<file path="config.mk">
export PLATFORM = sky130hd
export DESIGN_NAME = targ_pred_arbiter
export DESIGN_NICKNAME = d
export VERILOG_FILES = /design/src/rtl/targ_pred_arbiter.sv
export SDC_FILE = /design/constraint.sdc
export NUM_CORES = 1
export LEC_CHECK = 0
export ABC_CLOCK_PERIOD_IN_PS = 4900
export CORE_AREA = 2 2 133 135
export CTS_BUF_LIST = sky130_fd_sc_hd__clkbuf_8
export CTS_CLUSTER_SIZE = 28
export DETAILED_ROUTE_END_ITERATION = 10
export DIE_AREA = 0 0 135 137
export GPL_TIMING_DRIVEN = 0
export PLACE_DENSITY = 0.61
export SLEW_MARGIN = 20
export SYNTH_ARGS = -nofsm -noshare
export SYNTH_HDL_FRONTEND = slang
export SYNTH_SLANG_ARGS = --single-unit
</file>
<file path="constraint.sdc">
create_clock -name clk -period 4.9 [get_ports clk]
set_input_delay 0.49 -clock clk [delete_from_list [all_inputs] [get_ports clk]]
set_output_delay 0.49 -clock clk [all_outputs]
set_load 0.03 [all_outputs]
</file>
<file path="src/rtl/targ_pred_arbiter.sv">
// -----------------------------------------------------------------------------
// targ_pred_arbiter
//
// Arbitrates a single-ported jalr target-predictor table between the
// speculative pipes (lookup reads) and the non-speculative feedback path
// (writes). Each cycle grants at most one operation:
//   - one feedback write, or
//   - one read, picked round-robin among eligible s-pipes.
// Under contention, writes and reads alternate so that neither side starves.
// In-flight reads are tracked through a pred_lat-deep tag pipeline. Each
// returned prediction is steered to the pipe that issued the read. A per-pipe
// flush cancels that pipe's in-flight responses.
//
// Parameters:
//   s_pipe_cnt  number of speculative pipes (2..8)
//   pred_lat    table read latency in cycles (1..4)
//
// Ports:
//   clk, rst        clock, synchronous active-high reset
//   en              grant enable; in-flight reads drain regardless
//   flush           per-pipe flush
//   req_valid/pc    per-pipe lookup request (req_pc packed, pipe i at [32i+:32])
//   req_ack         one-hot read grant (combinational)
//   rsp_valid/hit/pred_pc  routed table response
//   fb_valid/base_pc/targ_pc, fb_ack  feedback write request / grant
//   tbl_rd_*        table read port
//   tbl_wr_*        table write port
//
// Optional feature (macro TARG_PRED_ARB_STATS_EN):
//   adds saturating counters stat_rd_grant_cnt and stat_rd_stall_cnt.
// -----------------------------------------------------------------------------
module targ_pred_arbiter #(
    parameter int s_pipe_cnt = 3,
    parameter int pred_lat   = 1
) (
    input  logic                     clk,
    input  logic                     rst,
    input  logic                     en,
    input  logic [s_pipe_cnt-1:0]    flush,
    input  logic [s_pipe_cnt-1:0]    req_valid,
    input  logic [s_pipe_cnt*32-1:0] req_pc,
    output logic [s_pipe_cnt-1:0]    req_ack,
    output logic [s_pipe_cnt-1:0]    rsp_valid,
    output logic                     rsp_hit,
    output logic [31:0]              rsp_pred_pc,
    input  logic                     fb_valid,
    input  logic [31:0]              fb_base_pc,
    input  logic [31:0]              fb_targ_pc,
    output logic                     fb_ack,
    output logic                     tbl_rd_en,
    output logic [31:0]              tbl_rd_pc,
    input  logic                     tbl_rd_hit,
    input  logic [31:0]              tbl_rd_data,
    output logic                     tbl_wr_en,
    output logic [31:0]              tbl_wr_pc,
    output logic [31:0]              tbl_wr_data
`ifdef TARG_PRED_ARB_STATS_EN
    ,
    output logic [31:0]              stat_rd_grant_cnt,
    output logic [31:0]              stat_rd_stall_cnt
`endif
);

    localparam int id_w = (s_pipe_cnt > 1) ? $clog2(s_pipe_cnt) : 1;

    // Arbitration state
    logic [id_w-1:0]       rr_ptr_r;
    logic                  last_was_wr_r;

    // Tag pipeline: stage k holds a read issued k+1 cycles ago
    logic [pred_lat-1:0]   tag_vld_r;
    logic [id_w-1:0]       tag_id_r [pred_lat];

    logic [s_pipe_cnt-1:0] elig_s;
    logic                  any_elig_s;
    logic                  wr_win_s;
    logic                  rd_win_s;
    logic [id_w-1:0]       gnt_id_s;
    logic [id_w-1:0]       rr_next_s;
    logic [id_w:0]         idx_v;
    logic                  last_vld_s;
    logic [id_w-1:0]       last_id_s;

    // Eligible readers; reset and en=0 suppress every new grant
    always_comb begin
        elig_s = {s_pipe_cnt{1'b0}};
        if (rst || !en) begin
            elig_s = {s_pipe_cnt{1'b0}};
        end else begin
            elig_s = req_valid & ~flush;
        end
    end

    assign any_elig_s = |elig_s;

    // Round-robin search from rr_ptr. The loop scans downward so the last
    // overwrite is the smallest offset, which is the highest priority.
    always_comb begin
        gnt_id_s = {id_w{1'b0}};
        idx_v    = {(id_w + 1){1'b0}};
        for (int k = s_pipe_cnt - 1; k >= 0; k--) begin
            idx_v = {1'b0, rr_ptr_r} + (id_w + 1)'(k);
            if (idx_v >= (id_w + 1)'(s_pipe_cnt)) begin
                idx_v = idx_v - (id_w + 1)'(s_pipe_cnt);
            end else begin
                idx_v = idx_v;
            end
            if (elig_s[idx_v]) begin
                gnt_id_s = idx_v[id_w-1:0];
            end else begin
                gnt_id_s = gnt_id_s;
            end
        end
    end

    // Write wins when nothing competes or the previous grant was a read
    assign wr_win_s = !rst && en && fb_valid && (!any_elig_s || !last_was_wr_r);
    assign rd_win_s = any_elig_s && !wr_win_s;

    // Pointer advance with modulo wrap
    always_comb begin
        rr_next_s = {id_w{1'b0}};
        if (int'(gnt_id_s) == s_pipe_cnt - 1) begin
            rr_next_s = {id_w{1'b0}};
        end else begin
            rr_next_s = gnt_id_s + {{(id_w - 1){1'b0}}, 1'b1};
        end
    end

    // Table port drive and grant acknowledges
    always_comb begin
        req_ack     = {s_pipe_cnt{1'b0}};
        fb_ack      = 1'b0;
        tbl_rd_en   = 1'b0;
        tbl_rd_pc   = 32'h0000_0000;
        tbl_wr_en   = 1'b0;
        tbl_wr_pc   = 32'h0000_0000;
        tbl_wr_data = 32'h0000_0000;
        if (wr_win_s) begin
            fb_ack      = 1'b1;
            tbl_wr_en   = 1'b1;
            tbl_wr_pc   = fb_base_pc;
            tbl_wr_data = fb_targ_pc;
        end else if (rd_win_s) begin
            req_ack[gnt_id_s] = 1'b1;
            tbl_rd_en         = 1'b1;
            tbl_rd_pc         = req_pc[int'(gnt_id_s)*32 +: 32];
        end else begin
            tbl_rd_en = 1'b0;
        end
    end

    // Round-robin pointer and write/read alternation flag; both hold while en=0
    always_ff @(posedge clk) begin
        if (rst) begin
            rr_ptr_r      <= {id_w{1'b0}};
            last_was_wr_r <= 1'b0;
        end else if (en) begin
            if (wr_win_s) begin
                last_was_wr_r <= 1'b1;
            end else if (rd_win_s) begin
                rr_ptr_r      <= rr_next_s;
                last_was_wr_r <= 1'b0;
            end else begin
                last_was_wr_r <= 1'b0;
            end
        end
    end

    // Tag pipeline shift. Entries of a flushed pipe are dropped as they move.
    always_ff @(posedge clk) begin
        if (rst) begin
            tag_vld_r <= {pred_lat{1'b0}};
            for (int k = 0; k < pred_lat; k++) begin
                tag_id_r[k] <= {id_w{1'b0}};
            end
        end else begin
            tag_vld_r[0] <= tbl_rd_en;
            tag_id_r[0]  <= gnt_id_s;
            for (int k = 1; k < pred_lat; k++) begin
                tag_vld_r[k] <= tag_vld_r[k-1] && !flush[tag_id_r[k-1]];
                tag_id_r[k]  <= tag_id_r[k-1];
            end
        end
    end

    assign last_vld_s = tag_vld_r[pred_lat-1];
    assign last_id_s  = tag_id_r[pred_lat-1];

    // Response routing; a flush in the emerging cycle still suppresses it
    always_comb begin
        rsp_valid   = {s_pipe_cnt{1'b0}};
        rsp_hit     = 1'b0;
        rsp_pred_pc = 32'h0000_0000;
        if (!rst && last_vld_s && !flush[last_id_s]) begin
            rsp_valid[last_id_s] = 1'b1;
            rsp_hit              = tbl_rd_hit;
            rsp_pred_pc          = tbl_rd_data;
        end else begin
            rsp_hit = 1'b0;
        end
    end

`ifdef TARG_PRED_ARB_STATS_EN
    logic rd_stall_s;

    // A stall is any eligible pipe left without a grant this cycle
    assign rd_stall_s = |(elig_s & ~req_ack);

    // Saturating read statistics
    always_ff @(posedge clk) begin
        if (rst) begin
            stat_rd_grant_cnt <= 32'h0000_0000;
            stat_rd_stall_cnt <= 32'h0000_0000;
        end else begin
            if (tbl_rd_en && (stat_rd_grant_cnt != 32'hFFFF_FFFF)) begin
                stat_rd_grant_cnt <= stat_rd_grant_cnt + 32'h0000_0001;
            end
            if (rd_stall_s && (stat_rd_stall_cnt != 32'hFFFF_FFFF)) begin
                stat_rd_stall_cnt <= stat_rd_stall_cnt + 32'h0000_0001;
            end
        end
    end
`endif

endmodule

</file>
==> results of run 1 <==
==> worst max-delay path by stage <==
| stage | start | endpoint | slack, ps | cells after the start |
|---|---|---|---|---|
| finish | en | tbl_rd_pc[21] | 760 | 8 |
| global route | en | tbl_rd_pc[21] | 540 | 8 |
| CTS | en | tbl_rd_pc[21] | 690 | 8 |
| detailed placement | en | tbl_rd_pc[21] | 720 | 8 |
| global placement | en | tbl_rd_pc[19] | 710 | 8 |
| floorplan | rst | tbl_rd_pc[0] | 2160 | 7 |
==> area by class of cell <==
type	instances	area, sq um
Buffer	40	197.7
Clock buffer	3	41.29
Fill cell	1817	10970
Inverter	7	26.28
Multi-Input combinational cell	274	2017
Sequential cell	6	120.1
Tap cell	225	281.5
Timing Repair Buffer	340	3403
==> cells in the mapped netlist (all sizes together) (3+ instances only) <==
cell	n	area (sq um)
and2	97	606.8
nand2	33	123.9
nand3	33	165.2
o2111ai	32	280.3
o211ai	32	385.4
clkbuf	24	90.09
buf	16	107.6
inv	7	26.27
dfxtp	6	120.1
nor2b	4	25.02
o32ai	4	42.55
and4bb	3	41.29
ha	3	37.54
nand3b	3	22.52
nand4bb	3	43.79
nor2	3	11.26
nor3b	3	22.52
==> per-layer routing <==
layer	GRT usage [%]	wire (um)	up-vias
met5	0	0	-
met4	1.447	86	0
met3	3.852	1277	6
met2	25.38	7364	189
met1	17.30	5841	1695
li1	-	-	1886
==> where the power goes <==
part	total, mW	internal (mW)	switching, mW
registers	0.0550	0.0525	0.00247
clock network	0.0766	0.0530	0.0236
logic	0.459	0.254	0.204
total	0.590	0.360	0.230
==> state kept, by name, summed over array words and instances (netlist names) <==
register / flops
tag_id_r: 2
last_vld_s: 1
last_was_wr_r: 1
rr_ptr_r: 2
==> worst max-delay path, stage by stage <==
cell and delay, ps:
clkdlybuf4s50_1 660, and4bb_1 330, o32ai_2 190, a2111oi_4 590, clkbuf_1 450, nand2_1 140
o211ai_2 90, clkdlybuf4s50_1 700
==> cells by family after synthesis <==
family	synth area share, %
mux	0.8479
fa+ha+maj	1.590
compound gates	35.72
simple gates	47.27
buf+inv	9.486
flops	5.088
==> through the flow <==
stage / power (mW) / hold WS, ps / utilization (%)
after CTS: 0.5962 / 500.9 / 35.69
after detailed placement: 0.5167 / 491.5 / 35.45
after global placement: 0.5157 / 484.4 / 35.45
final: 0.5903 / 503.3 / 35.69
after global routing: 0.6251 / 521.7 / 35.69
after floorplan: 0.2501 / 468.9 / -
==> out/qor.yml, run 1 <==
grtUsageTotal_pct: 14.09
dieArea_sq_um: 18500
drtIter0Drc: 113
wire_per_inst_um: 16.28
crit_path_end_kind: "primary output"
setup_tns_ps: 0
syn_to_final_growth_pct: 157.8
synth-seq-cells: 6
ys_seq_area_share_pct: 5.087
synth_nets: 533
clk_latency_ps: 220
boundaryPins: 341
period_needed_ps: 4140
rsz0062_at_grt: "no"
r2r_end: "rr_ptr_r[1]"
portBuffers: 340
worstRegToRegCells: 9
worst_slack_ps: 759.7
skew_ps: 2.896
die_w_um: 135
hp-start: "last_was_wr_r"
worstPathMaxFanout: 10
final_common_cell: "clkdlybuf4s50_1"
grt-ovfl-total: 0
placed_area_sq_um: 6046
ctsLongestPathBuffers: 2
hold_viol: 0
critPathKind: "input pin to primary output"
antenna_left: 0
cts_resized: 0
maxCapViolations: 0
cts.sinks: 6
diodes: 0
start_kind: "input pin"
cts_tree: "done"
core_area_sq_um: 17060
ys.flop_type: "dfxtp_1"
stdcell_area_sq_um: 6087
gp_congestion: 0.7928
vias: 3776
dp_hpwl_um: 12480
grt_start_max_net_pins: 12
pre_cts_ws_ps: 716.5
hold_path.class: "flip-flop to flip-flop"
cts_setup_buffers: 0
htreeDepth: 1
synth.distinct_cells: 41
cts_inserted_buffers: 3
peakVddDrop_uv: 65.25
vias_per_cell: 4.219
clk_root_buffer_cell: "clkbuf_8"
finalSetupViolations: 0
start_util_pct: 13.84
slew_headroom_pct: 37.20
holdPathEnd: "last_was_wr_r"
finalCritPeriodShare_pct: 84.50
avgSynthCellArea_sq_um: 7.220
routed_wl_um: 14570
nNetsFinal: 878
slew_viol_final: 0
status: "finished clean"
worstMarginPinSlew_ps: 940.0
antenna_found_initial: 0
final_layout_size_suffix_gt1_share_pct: 8.507
pwr_density_cell_nw_per_um2: 96.98
ctsHoldBuffers: 0
drcViolationCount: 0
path_clk_slew_ps: 40
grt_pass1_vias: 3586
clock.fmax_mhz: 241.5
final_cell_mix: "clkdlybuf4s50_1 (340), and2_1 (97), nand3_1 (33), nand2_1 (33), o2111ai_1 (32)"
synth.yosys.warnings: 0
grt_pass1_wl_um: 20510
async_flop_share_pct: 0
layout.cells.non_filler: 895
place_inst: 892
syn_inst: 327
p_leak_nw: 2.178
rows: 48
r2r_start: "rr_ptr_r[0]"
cp.required_ps: 4410
fp.dieH_um: 137
arrival_ps: 3650
synth-edff-count: 0
whs_path_depth: 1
first_pass_iters: 4
r2r_slack_ps: 2560
synth_area_sq_um: 2361
(Power assumes the default switching activity.)
==> run 2: changes to the inputs <==
ABC_CLOCK_PERIOD_IN_PS = 4200   (was 4900)
CORE_AREA = 2 2 134 136   (was 2 2 133 135)
DIE_AREA = 0 0 136 138   (was 0 0 135 137)
PLACE_DENSITY = 0.6   (was 0.61)
clock period = 4.2 ns   (was 4.9 ns; I/O delays follow)
==> run 2 against run 1 <==
  * Sequential power is 17% higher
  * Non-clock buffer count stayed put
  * Combinational power is 18% higher
  * Via count is 0.40% lower
  * Flip-flop and latch count stayed put
  * Clock power is 13% higher
  * Core utilization is 0.94 points lower
  * Critical path depth stayed put
  * Final cell count is 0.45% higher
  * Die area is 1.5% higher
  * Sequential share of layout area hardly changed
  * Global-route usage is 1.1 points higher
  * Critical endpoint is now tbl_rd_pc[10]
  * Largest power group unchanged
==> out/qor.yml, run 2 (synthesis results as in run 1) <==
stdcell_area_sq_um: 6092  # about the same
antenna_found_initial: 1  # +1
maxCapViolations: 0  # unchanged
routed_wl_um: 15110  # +3.7%
p_leak_nw: 2.178  # unchanged
start_kind: "input pin"
rows: 49  # +2.1%
worstMarginPinSlew_ps: 767.6  # -172.4 ps
top_layer: "met4"
vias_per_cell: 4.184  # -0.84%
clk_latency_ps: 220  # about the same
path_cells: "clkdlybuf4s50_1 > and4bb_1 > o32ai_2 > a2111oi_4 > clkbuf_1 > nand2_1 > o211ai_2 > clkdlybuf4s50_1"
cts_setup_buffers: 0  # unchanged
grt_pass1_vias: 3735  # +4.2%
met1_length_um: 6233  # +6.7%
dieArea_sq_um: 18770  # +1.5%
drtIter0Drc: 115  # +1.8%
fp.dieH_um: 138  # +0.73%
route.met2.wl_um: 7301  # -0.86%
route.met3.wl_um: 1412  # +11%
crit_path_end_kind: "primary output"
largestRegisters: "rr_ptr_r (2), tag_id_r (2)"
first_pass_iters: 4  # unchanged
setup_tns_ps: 0  # unchanged
layout.cells.non_filler: 899  # +0.45%
max_stage_delay_ps: 720  # +20 ps
core_area_sq_um: 17530  # +2.8%
slew_headroom_pct: 48.72  # +12 points
rsz0062_at_grt: "no"
finalCritPeriodShare_pct: 94.79
dp_hpwl_um: 12910  # +3.5%
ctsHoldBuffers: 0  # unchanged
worst_path_most_repeated_cell: "clkdlybuf4s50_1"
hold_viol: 0  # unchanged
critPathKind: "input pin to primary output"
final_layout_size_suffix_gt1_share_pct: 8.507  # unchanged
clk_root_buffer_cell: "clkbuf_8"
final_common_cell: "clkdlybuf4s50_1"
placed_area_sq_um: 6051  # about the same
grt-ovfl-total: 0  # unchanged
antenna_left: 0  # unchanged
arrival_ps: 3560  # -90 ps
critPathSlowestCell: "clkdlybuf4s50_1"
boundaryPins: 341  # unchanged
grt_start_max_net_pins: 12  # unchanged
htreeDepth: 1  # unchanged
portBuffers: 340  # unchanged
ctsLongestPathBuffers: 2  # unchanged
finalSetupViolations: 0  # unchanged
path_clk_slew_ps: 40  # about the same
worstPathMaxFanout: 10  # unchanged
hold_path.class: "flip-flop to flip-flop"
grt_pass1_wl_um: 22370  # +9.0%
slew_viol_final: 0  # unchanged
period_needed_ps: 3981
clock.fmax_mhz: 251.2
status: "finished clean"
nNetsFinal: 878  # unchanged
place_inst: 896  # +0.45%
hold_ws_ps: 502.7  # -0.6390 ps
pwr_density_cell_nw_per_um2: 113.4  # +17%
syn_to_final_growth_pct: 158.0  # about the same
vias: 3761  # -0.40%
cts_resized: 0  # unchanged
cts.sinks: 6  # unchanged
final_util_pct: 34.74  # -0.94 points
wire_per_inst_um: 16.80  # +3.2%
peakVddDrop_uv: 87.18  # +34%
final_cell_mix: "clkdlybuf4s50_1 (340), and2_1 (97), nand3_1 (33), nand2_1 (33), o2111ai_1 (32)"
start_util_pct: 13.47  # -0.38 points
cp.required_ps: 3780  # -630 ps
drcViolationCount: 0  # unchanged
cts_tree: "done"
grtUsageTotal_pct: 15.23  # +1.1 points
diodes: 0  # unchanged
skew_ps: 3.037  # +0.1405 ps
die_w_um: 136  # +0.74%
fillers: 1882  # +3.6%
gp_congestion: 0.7943  # +0.19%
cts_inserted_buffers: 3  # unchanged
## run 2: per-stage QoR
step           worst slack [ps]  power [mW]
6_report                  218.8      0.6906
5_1_grt                   1.434      0.7310
4_1_cts                   172.8      0.6967
3_5_place_dp              171.0      0.6055
3_3_place_gp              183.8      0.6049
2_1_floorplan              1584      0.2917
## run 2: routing by layer
metal | track usage (%) | vias to the layer above
met4 | 2.029 | 0
met5 | 0 | -
met3 | 4.327 | 12
met2 | 26.98 | 196
li1 | - | 1881
met1 | 18.61 | 1672
## run 2: path summary, 6_finish.rpt
path	startpoint	to	slack (ps)	depth (start not counted)
worst max-delay path	en	tbl_rd_pc[10]	220	8
worst min-delay path	last_was_wr_r	last_was_wr_r	500	1
worst max register to register	rr_ptr_r[1]	rr_ptr_r[1]	1780	9
worst min register to register	last_was_wr_r	last_was_wr_r	500	1
## run 2: layout make-up
class,instances,area (sq um),share of cell area (%)
Multi-Input combinational cell,274,2017,33.11
Inverter,7,26.28,0.4313
Tap cell,229,286.5,4.703
Sequential cell,6,120.1,1.972
Clock buffer,3,41.29,0.6778
Buffer,40,197.7,3.245
Timing Repair Buffer,340,3403,55.86
## run 2: report_power, final
| group | switching (mW) | internal (mW) |
|---|---|---|
| sequential | 0.00288 | 0.0613 |
| clock | 0.0252 | 0.0616 |
| combinational | 0.243 | 0.297 |
## run 2: critical path: cells and delay by family
| kind | cells | cell delay [ps] |
|---|---|---|
| AND/OR/NAND/NOR | 2 | 450 |
| AO/OA/AOI/OAI | 3 | 900 |
| buffers and inverters | 3 | 1780 |
==> run 3: changes to the inputs <==
CAP_MARGIN = 0   (was unset)
==> results of run 3 <==
No change in the layout: final DEF, timing and power equal those of run 2.
